File: src/rtl/int_to_fp_if.sv
// Valid/ready bundle between an integer producer, the int_to_fp converter
// and the floating-point operand consumer downstream.
interface int_to_fp_if;
  logic        in_valid;
  logic        in_ready;
  logic [15:0] in_data;
  logic        out_valid;
  logic        out_ready;
  logic        sign_out;
  logic [3:0]  exp_out;
  logic [7:0]  frac_out;
  logic        ovf;

  modport master (
    output in_valid, in_data, out_ready,
    input  in_ready, out_valid, sign_out, exp_out, frac_out, ovf
  );

  modport slave (
    input  in_valid, in_data, out_ready,
    output in_ready, out_valid, sign_out, exp_out, frac_out, ovf
  );
endinterface

File: src/rtl/int_to_fp.sv
// Serial int16 -> (sign, exp4, frac8) converter, one normalization shift per clock.
// Define INT_TO_FP_ROUND_EN for round-to-nearest (ties away); otherwise truncate.
module int_to_fp (
  input  logic         clk,
  input  logic         reset,
  int_to_fp_if.slave   bus
);

  typedef enum logic [1:0] {
    IDLE = 2'd0,
    NORM = 2'd1,
    DONE = 2'd2
  } state_e;

  state_e      state_q, state_d;
  logic        s_q, s_d;
  logic [15:0] m_q, m_d;
  logic [3:0]  e_q, e_d;
  logic        in_ready_q, in_ready_d;
  logic        out_valid_q, out_valid_d;
  logic        sign_q, sign_d;
  logic [3:0]  exp_q, exp_d;
  logic [7:0]  frac_q, frac_d;
  logic        ovf_q, ovf_d;

`ifdef INT_TO_FP_ROUND_EN
  logic [8:0]  frac_inc;
  assign frac_inc = {1'b0, m_q[14:7]} + 9'd1;
`endif

  // NOTE: every signal gets a default before the case so no path leaves one
  // unassigned; a missing default here would infer a latch.
  always_comb begin
    state_d = state_q;
    s_d     = s_q;
    m_d     = m_q;
    e_d     = e_q;
    sign_d  = sign_q;
    exp_d   = exp_q;
    frac_d  = frac_q;
    ovf_d   = ovf_q;

    unique case (state_q)
      IDLE: begin
        if (bus.in_valid) begin
          s_d     = bus.in_data[15];
          // Unsigned magnitude: -32768 lands on m[15] and is caught as saturation.
          m_d     = bus.in_data[15] ? (16'd0 - bus.in_data) : bus.in_data;
          e_d     = (bus.in_data == 16'd0) ? 4'd0 : 4'd15;
          state_d = NORM;
        end
      end

      NORM: begin
        if (m_q[15]) begin
          sign_d  = s_q;
          exp_d   = 4'd15;
          frac_d  = 8'd255;
          ovf_d   = 1'b1;
          state_d = DONE;
        end else if (m_q[14] || (e_q == 4'd0)) begin
          sign_d  = s_q & (m_q != 16'd0);
          exp_d   = e_q;
          frac_d  = m_q[14:7];
          ovf_d   = 1'b0;
`ifdef INT_TO_FP_ROUND_EN
          if (m_q[6]) begin
            if (!frac_inc[8]) begin
              frac_d = frac_inc[7:0];
            end else if (e_q == 4'd15) begin
              frac_d = 8'd255;
              ovf_d  = 1'b1;
            end else begin
              frac_d = 8'd128;
              exp_d  = e_q + 4'd1;
            end
          end
`endif
          state_d = DONE;
        end else begin
          m_d = {m_q[14:0], 1'b0};
          e_d = e_q - 4'd1;
        end
      end

      DONE: begin
        if (bus.out_ready) state_d = IDLE;
      end

      default: state_d = IDLE;
    endcase

    // Handshake flags follow the next state so both stay pure flop outputs.
    in_ready_d  = (state_d == IDLE);
    out_valid_d = (state_d == DONE);
  end

  // NOTE: sequential state uses non-blocking assignments so all flops sample
  // the pre-edge values of one another.
  always_ff @(posedge clk or posedge reset) begin
    if (reset) begin
      state_q     <= IDLE;
      s_q         <= 1'b0;
      m_q         <= 16'd0;
      e_q         <= 4'd0;
      in_ready_q  <= 1'b1;
      out_valid_q <= 1'b0;
      sign_q      <= 1'b0;
      exp_q       <= 4'd0;
      frac_q      <= 8'd0;
      ovf_q       <= 1'b0;
    end else begin
      state_q     <= state_d;
      s_q         <= s_d;
      m_q         <= m_d;
      e_q         <= e_d;
      in_ready_q  <= in_ready_d;
      out_valid_q <= out_valid_d;
      sign_q      <= sign_d;
      exp_q       <= exp_d;
      frac_q      <= frac_d;
      ovf_q       <= ovf_d;
    end
  end

  assign bus.in_ready  = in_ready_q;
  assign bus.out_valid = out_valid_q;
  assign bus.sign_out  = sign_q;
  assign bus.exp_out   = exp_q;
  assign bus.frac_out  = frac_q;
  assign bus.ovf       = ovf_q;

endmodule

File: src/flat_wrapper.sv
// flat-port wrapper written by rule: the top's interface ports become plain ports
module int_to_fp_flat 
  (clk, reset, bus_in_valid, bus_in_data, bus_out_ready, bus_in_ready, bus_out_valid, bus_sign_out, bus_exp_out, bus_frac_out, bus_ovf);
  int_to_fp_if bus_i ();
  input  logic clk;
  input  logic reset;
  input wire logic [$bits(bus_i.in_valid)-1:0] bus_in_valid;
  input wire logic [$bits(bus_i.in_data)-1:0] bus_in_data;
  input wire logic [$bits(bus_i.out_ready)-1:0] bus_out_ready;
  output wire logic [$bits(bus_i.in_ready)-1:0] bus_in_ready;
  output wire logic [$bits(bus_i.out_valid)-1:0] bus_out_valid;
  output wire logic [$bits(bus_i.sign_out)-1:0] bus_sign_out;
  output wire logic [$bits(bus_i.exp_out)-1:0] bus_exp_out;
  output wire logic [$bits(bus_i.frac_out)-1:0] bus_frac_out;
  output wire logic [$bits(bus_i.ovf)-1:0] bus_ovf;
  assign bus_i.in_valid = bus_in_valid;
  assign bus_i.in_data = bus_in_data;
  assign bus_i.out_ready = bus_out_ready;
  assign bus_in_ready = bus_i.in_ready;
  assign bus_out_valid = bus_i.out_valid;
  assign bus_sign_out = bus_i.sign_out;
  assign bus_exp_out = bus_i.exp_out;
  assign bus_frac_out = bus_i.frac_out;
  assign bus_ovf = bus_i.ovf;
  int_to_fp u_core (.clk(clk), .reset(reset), .bus(bus_i));
endmodule
File: config.mk
export PLATFORM = sky130hd
export DESIGN_NAME = int_to_fp_flat
export DESIGN_NICKNAME = d
export VERILOG_FILES = /design/src/rtl/int_to_fp_if.sv /design/src/rtl/int_to_fp.sv /design/src/flat_wrapper.sv
export SDC_FILE = /design/constraint.sdc
export NUM_CORES = 1
export LEC_CHECK = 0
export CORE_ASPECT_RATIO = 2
export CORE_UTILIZATION = 50
export CTS_BUF_LIST = sky130_fd_sc_hd__clkbuf_16
export CTS_CLUSTER_DIAMETER = 50
export DETAILED_ROUTE_END_ITERATION = 6
export GPL_TIMING_DRIVEN = 0
export PLACE_DENSITY = 0.88
export REMOVE_ABC_BUFFERS = 1
export SYNTH_ARGS = -nofsm -noshare
export SYNTH_HDL_FRONTEND = slang
export SYNTH_SLANG_ARGS = --single-unit
File: constraint.sdc
create_clock -name clk -period 2.5 [get_ports clk]
set_clock_uncertainty 0.2 [all_clocks]
set_input_delay 0.625 -clock clk [delete_from_list [all_inputs] [get_ports clk]]
set_output_delay 0.625 -clock clk [all_outputs]
set_load 0.05 [all_outputs]
# Yosys cells after proc, flatten, opt, wreduce, memory -nomap -nowiden
# Index checks and enable logic that the tools add are counted.
[classes] n_addsub=2 n_mul=0 n_div=0 n_lt_le_gt_ge=0 eq_ne=6 shifts=0 muxes=23 bitwise=1 n_reduce_logical=12
[ops] operator="two-way mux 16 bit" count=4
[ops] operator="one-hot mux 16 bit (2 select lines)" count=1
[ops] operator="two-way mux 4 bit" count=6
[ops] operator="zero test 16 bit" count=1
[ops] operator="two-way mux 8 bit" count=2
[ops] operator="nonzero test 16 bit" count=1
[ops] operator="subtractor 1 x 16 -> 16 bit (first input constant)" count=1
[ops] operator="two-way mux 2 bit" count=4
[ops] operator="one-hot mux 4 bit (2 select lines)" count=1
[ops] operator="inequality test 2 bit (second input constant)" count=3
[ops] operator="one-hot mux 2 bit (3 select lines)" count=1
[ops] operator="AND reduction 2 bit" count=3
[ops] operator="== test 2 bit (second input constant)" count=2
[ops] operator="zero test 2 bit" count=2
[ops] operator="zero test 4 bit" count=1
[ops] operator="two-way mux 1 bit" count=4
[ops] operator="AND reduction 4 bit" count=1
[ops] operator="nonzero test 2 bit" count=2
[ops] operator="subtractor 4 x 1 -> 4 bit (second input constant)" count=1
[ops] operator="== test 2 x 1 -> 1 bit (second input constant)" count=1
[ops] operator="bitwise AND 1 bit" count=1
[ops] operator="logical OR 1 bit" count=1
[word_totals] ff_bits=39 latchBits=0 mem_bits_rw=0 romBits=0 in_bits=20 out_inout_bits=16 wordCells=55 n_memories=0

# Longest topological paths before layout
[logic_depth] depth_word=6 mapped_depth=9 mapped_depth_nobuf=8

# Worst setup path before layout
# Ideal clock, no wire load.
[synth_timing] kind="input-to-reg" startpoint="input bus_in_data[0]" endpoint="register u_core.m_q[14]" setup_time_ns=0.127 arrival_time_ns=2.081 required_time_ns=2.173 slack_ns=0.092 cell_stages=8 n_path_buf=1 path_cell_list="inv_1 ha_1 or3b_2 clkbuf_2 nor4_2 a21o_1 mux2i_1 nand3_1"
[synth_between] elab_chain_len=4
[synth_rtl] element="start: declaration" line="flat_wrapper.sv:8" source="input wire logic [$bits(bus_i.in_data)-1:0] bus_in_data;"
[synth_rtl] element="subtractor 1 x 16 -> 16 bit" line="int_to_fp.sv:48" source="m_d = bus.in_data[15] ? (16'd0 - bus.in_data) : bus.in_data;"
[synth_rtl] element="two-way mux 16 bit" line="int_to_fp.sv:48"
[synth_rtl] element="two-way mux 16 bit" line="int_to_fp.sv:45" source="if (bus.in_valid) begin"
[synth_rtl] element="one-hot mux 16 bit (2 select lines)" line="int_to_fp.sv:43" source="unique case (state_q)"
[synth_rtl] element="end signal: assignment" line="int_to_fp.sv:115" source="m_q <= m_d;"
[synth_rtl] element="end: declaration" line="int_to_fp.sv:17" source="logic [15:0] m_q, m_d;"
# No other way between the ends. The select of a mux whose other input is x is not followed.
# A chain may end at the register's enable or synchronous reset.

# Worst setup path in the final report
[layout_timing] startpoint="input bus_in_data[2]" endpoint="register u_core.m_q[14]"
# Same word-level chain as after synthesis.

==> key figures <==
Status
  • Status: finished, final reports clean

Synthesis
  • Leading area contributor after synthesis: dfrtp_1
  • Synth top area share: 46.17%
  • Seq/Total Area, Yosys: 47.45%
  • Mapped Cells: 234
  • Synthesized area: 2059 um2
  • Synth top area cells: dfrtp_1 46%, o21ai_0 9.7%, nand2_1 6.2%
  • Number of library cell types mapped by synthesis: 43
  • Number of synthesized flops with an enable pin: 0
  • Post-synth top flop: dfrtp_1
  • FFs w/ async S/R, synth: 100.0%
  • Avg Inst Size Synth: 8.801 um2
  • Register bit count reported by yosys: 39
  • Yosys Warn Count: 0

Critical path
  • Reg2Reg Depth: 6
  • Crit-path max FO: 5
  • Reg2reg end: u_core.m_q[10]
  • Crit-path cells: clkdlybuf4s50_1 -> or3b_4 -> nor4_4 -> a21o_1 -> mux2i_1 -> nand3_1
  • R2R Setup Slk: 170 ps
  • CP max stage delay: 480 ps
  • Cell family with most CP delay: simple AND/OR/NAND/NOR gates
  • WP data required: 2460 ps
  • Worst path bufs/invs: 1
  • CP Data Arrival Time: 2440 ps
  • Setup Crit Path Kind: in -> reg
  • RR Startpoint: u_core.state_q[0]
  • CP max-delay cell: or3b_4
  • Crit. End Element: register
  • Critical path startpoint category: input port

Die
  • Core footprint: 3884 um2
  • Initial Utilization: 53.03%
  • Die height: 92.76 um
  • Chip width: 47.38 um
  • Row cnt: 32
  • Die area: 4395 um2
  • Ports: 36

Drt
  • Drt wl/cell: 15.25 um
  • Final wirelength: 4927 um
  • Post-detailed-route count of antenna-violating nets: 0
  • DR vias: 1870
  • DRC: 0
  • Initial DRC Count: 56
  • Drt pass-1 iters: 4
  • Vias per inst: 5.789

Clock network
  • CTS Buf Count: 5
  • TritonCTS clock tree: yes
  • CTS Root Cell: clkbuf_16
  • Insertion delay of the later-clocked pin in the worst-skew pair: 280 ps
  • Hold buffer count at cts: 0
  • Max clock buf depth: 2
  • Clock net sink count: 39
  • Clock slew at reported path FFs: 50 ps
  • CTS H-tree depth: 2

STA
  • Post-layout minimum cycle time: 2478 ps
  • Worst setup margin: 21.81 ps
  • Fin crit share: 99.13%
  • Setup-failing EPs final: 0
  • Worst slew pin tran: 669.6 ps
  • Relative slew margins: 55.29%
  • F_max: 0.4035 GHz
  • Setup TNS: 0 ps
  • Final Max Slew Viols: 0
  • Hold Violations, Final: 0

Cells and area
  • # diodes: 0
  • Most frequent cells in the layout: 38 x dfrtp_1, 35 x o21ai_0, 33 x nand2_1
  • Nets@finish: 293
  • Layout cells sized above 1: 12.13%
  • Synthesis-to-finish area growth: 32.50%
  • Design area: 2729 um2
  • Commonest non-fill, non-tap cell in the layout: dfrtp_1

Hold path
  • Hold path cells: 2
  • Hold Path Class: reg -> reg
  • Hold Crit Start: u_core.bus.exp_out[1]
  • WHS Endpoint: u_core.bus.exp_out[1]

Global route
  • Vias in the first global route: 1807
  • Largest net degree at the start of global routing: 29
  • Initial antenna violation count: 0
  • Total grt overflow: 0
  • First-pass GRT wire length: 8024 um
  • Global Route Usage Sum: 25.31%

Power and ir drop
  • Power per cell area: 1278 nW/um2
  • LEAKAGE: 1.221 nW
  • Worst VDD drop: 0.7872 mV

Placed design
  • RePlAce Congestion: 0.8192
  • Hpwl dp: 3235 um
  • Placed inst area: 2422 um2
  • PortBufs: 35
  • DP Worst Slack: -899.2 ps

Run
  • Max-cap viol count: 0
-- metal layers --
layer | track usage [%] | vias up | part of all wire, %
met5 | 0 | - | 0
li1 | - | 895 | -
met4 | 13.81 | 0 | 2.9
met2 | 43.04 | 64 | 57
met1 | 28.07 | 896 | 37
met3 | 3.509 | 15 | 3.5
-- synthesized netlist by cell type (all sizes together), types with 2 or more instances --
master   n
o21ai   42
dfrtp   38
nand2   34
nor2    32
clkbuf   8
inv      7
nor3     6
xnor2    6
buf      5
nor4     5
xor2     5
a211oi   4
a21oi    4
o31ai    4
or3      4
nand2b   3
o41ai    3
or4      3
a221o    2
ha       2
mux2i    2
nand3    2
-- cell type report --
class                      count  area, um2
clock buffer                   5      125.1
inverter                       7      26.28
sequential                    39      977.2
tap                           51      63.81
clock inverter                 3      11.26
timing repair buffer          42      434.2
fill                         300       1155
multi-input combinational    176       1091
-- through the flow --
| stage | hold slack [ps] | power, mW | instances | util [%] |
|---|---|---|---|---|
| floorplan | 249.7 | 2.248 | 221 | - |
| global placement | 262.1 | 2.712 | 307 | 61.66 |
| detailed placement | 268.7 | 2.782 | 308 | 62.37 |
| CTS | 280.1 | 3.408 | 318 | 67.75 |
| global route | 295.9 | 3.721 | 323 | 70.26 |
| finish | 272.1 | 3.488 | 323 | 70.26 |
-- worst max-delay path by stage --
| stage | start | endpoint | slack [ps] | cells past startpoint |
|---|---|---|---|---|
| after floorplan | u_core.e_q[0] | u_core.m_q[14] | 80 | 8 |
| after global placement | bus_in_valid | u_core.m_q[14] | -830 | 6 |
| after detailed placement | bus_in_valid | u_core.m_q[10] | -900 | 6 |
| after CTS | bus_in_data[8] | u_core.m_q[14] | 2 | 6 |
| after global routing | bus_in_data[2] | u_core.m_q[14] | -60 | 6 |
| final | bus_in_data[2] | u_core.m_q[14] | 20 | 6 |
-- worst reg2reg max path, cell delays in order (launching register included) --
cell and delay (ps):
dfrtp_1 440, nor2b_4 430, o211a_1 360, nor2_4 120, inv_1 340, o21ai_0 180
o21ai_1 170
-- where the power goes --
part	switching (mW)	internal (mW)	leakage (nW)
sequential	0.228	0.943	0.474
clock	0.232	0.358	0.0701
combinational	1.15	0.576	0.677
-- what timing repair did --
item / in CTS / in global routing
cloned: 0 / 1
pin swaps: 4 / 5
buffers inserted: 2 / 4
setup endpoints to repair: 35 / 31
gates resized for setup: 16 / 18
-- sequential cells by signal, indices dropped and copies added, names as in the netlist, 2 cells and up --
name,count
u_core.state_q,2
u_core.bus.frac_out,8
u_core.m_q,16
u_core.e_q,4
u_core.bus.exp_out,4
-- kinds of logic (layout without fill, tap and decap cells) --
family	after synthesis	after routing	synth area share [%]
simple gates	96	97	21.93
compound gates	64	64	18.65
flops	39	39	47.45
buf+inv	20	57	5.103
xor+xnor	11	11	4.678
fa+ha+maj	2	2	1.215
mux	2	2	0.9721
(Power assumes the default switching activity.)
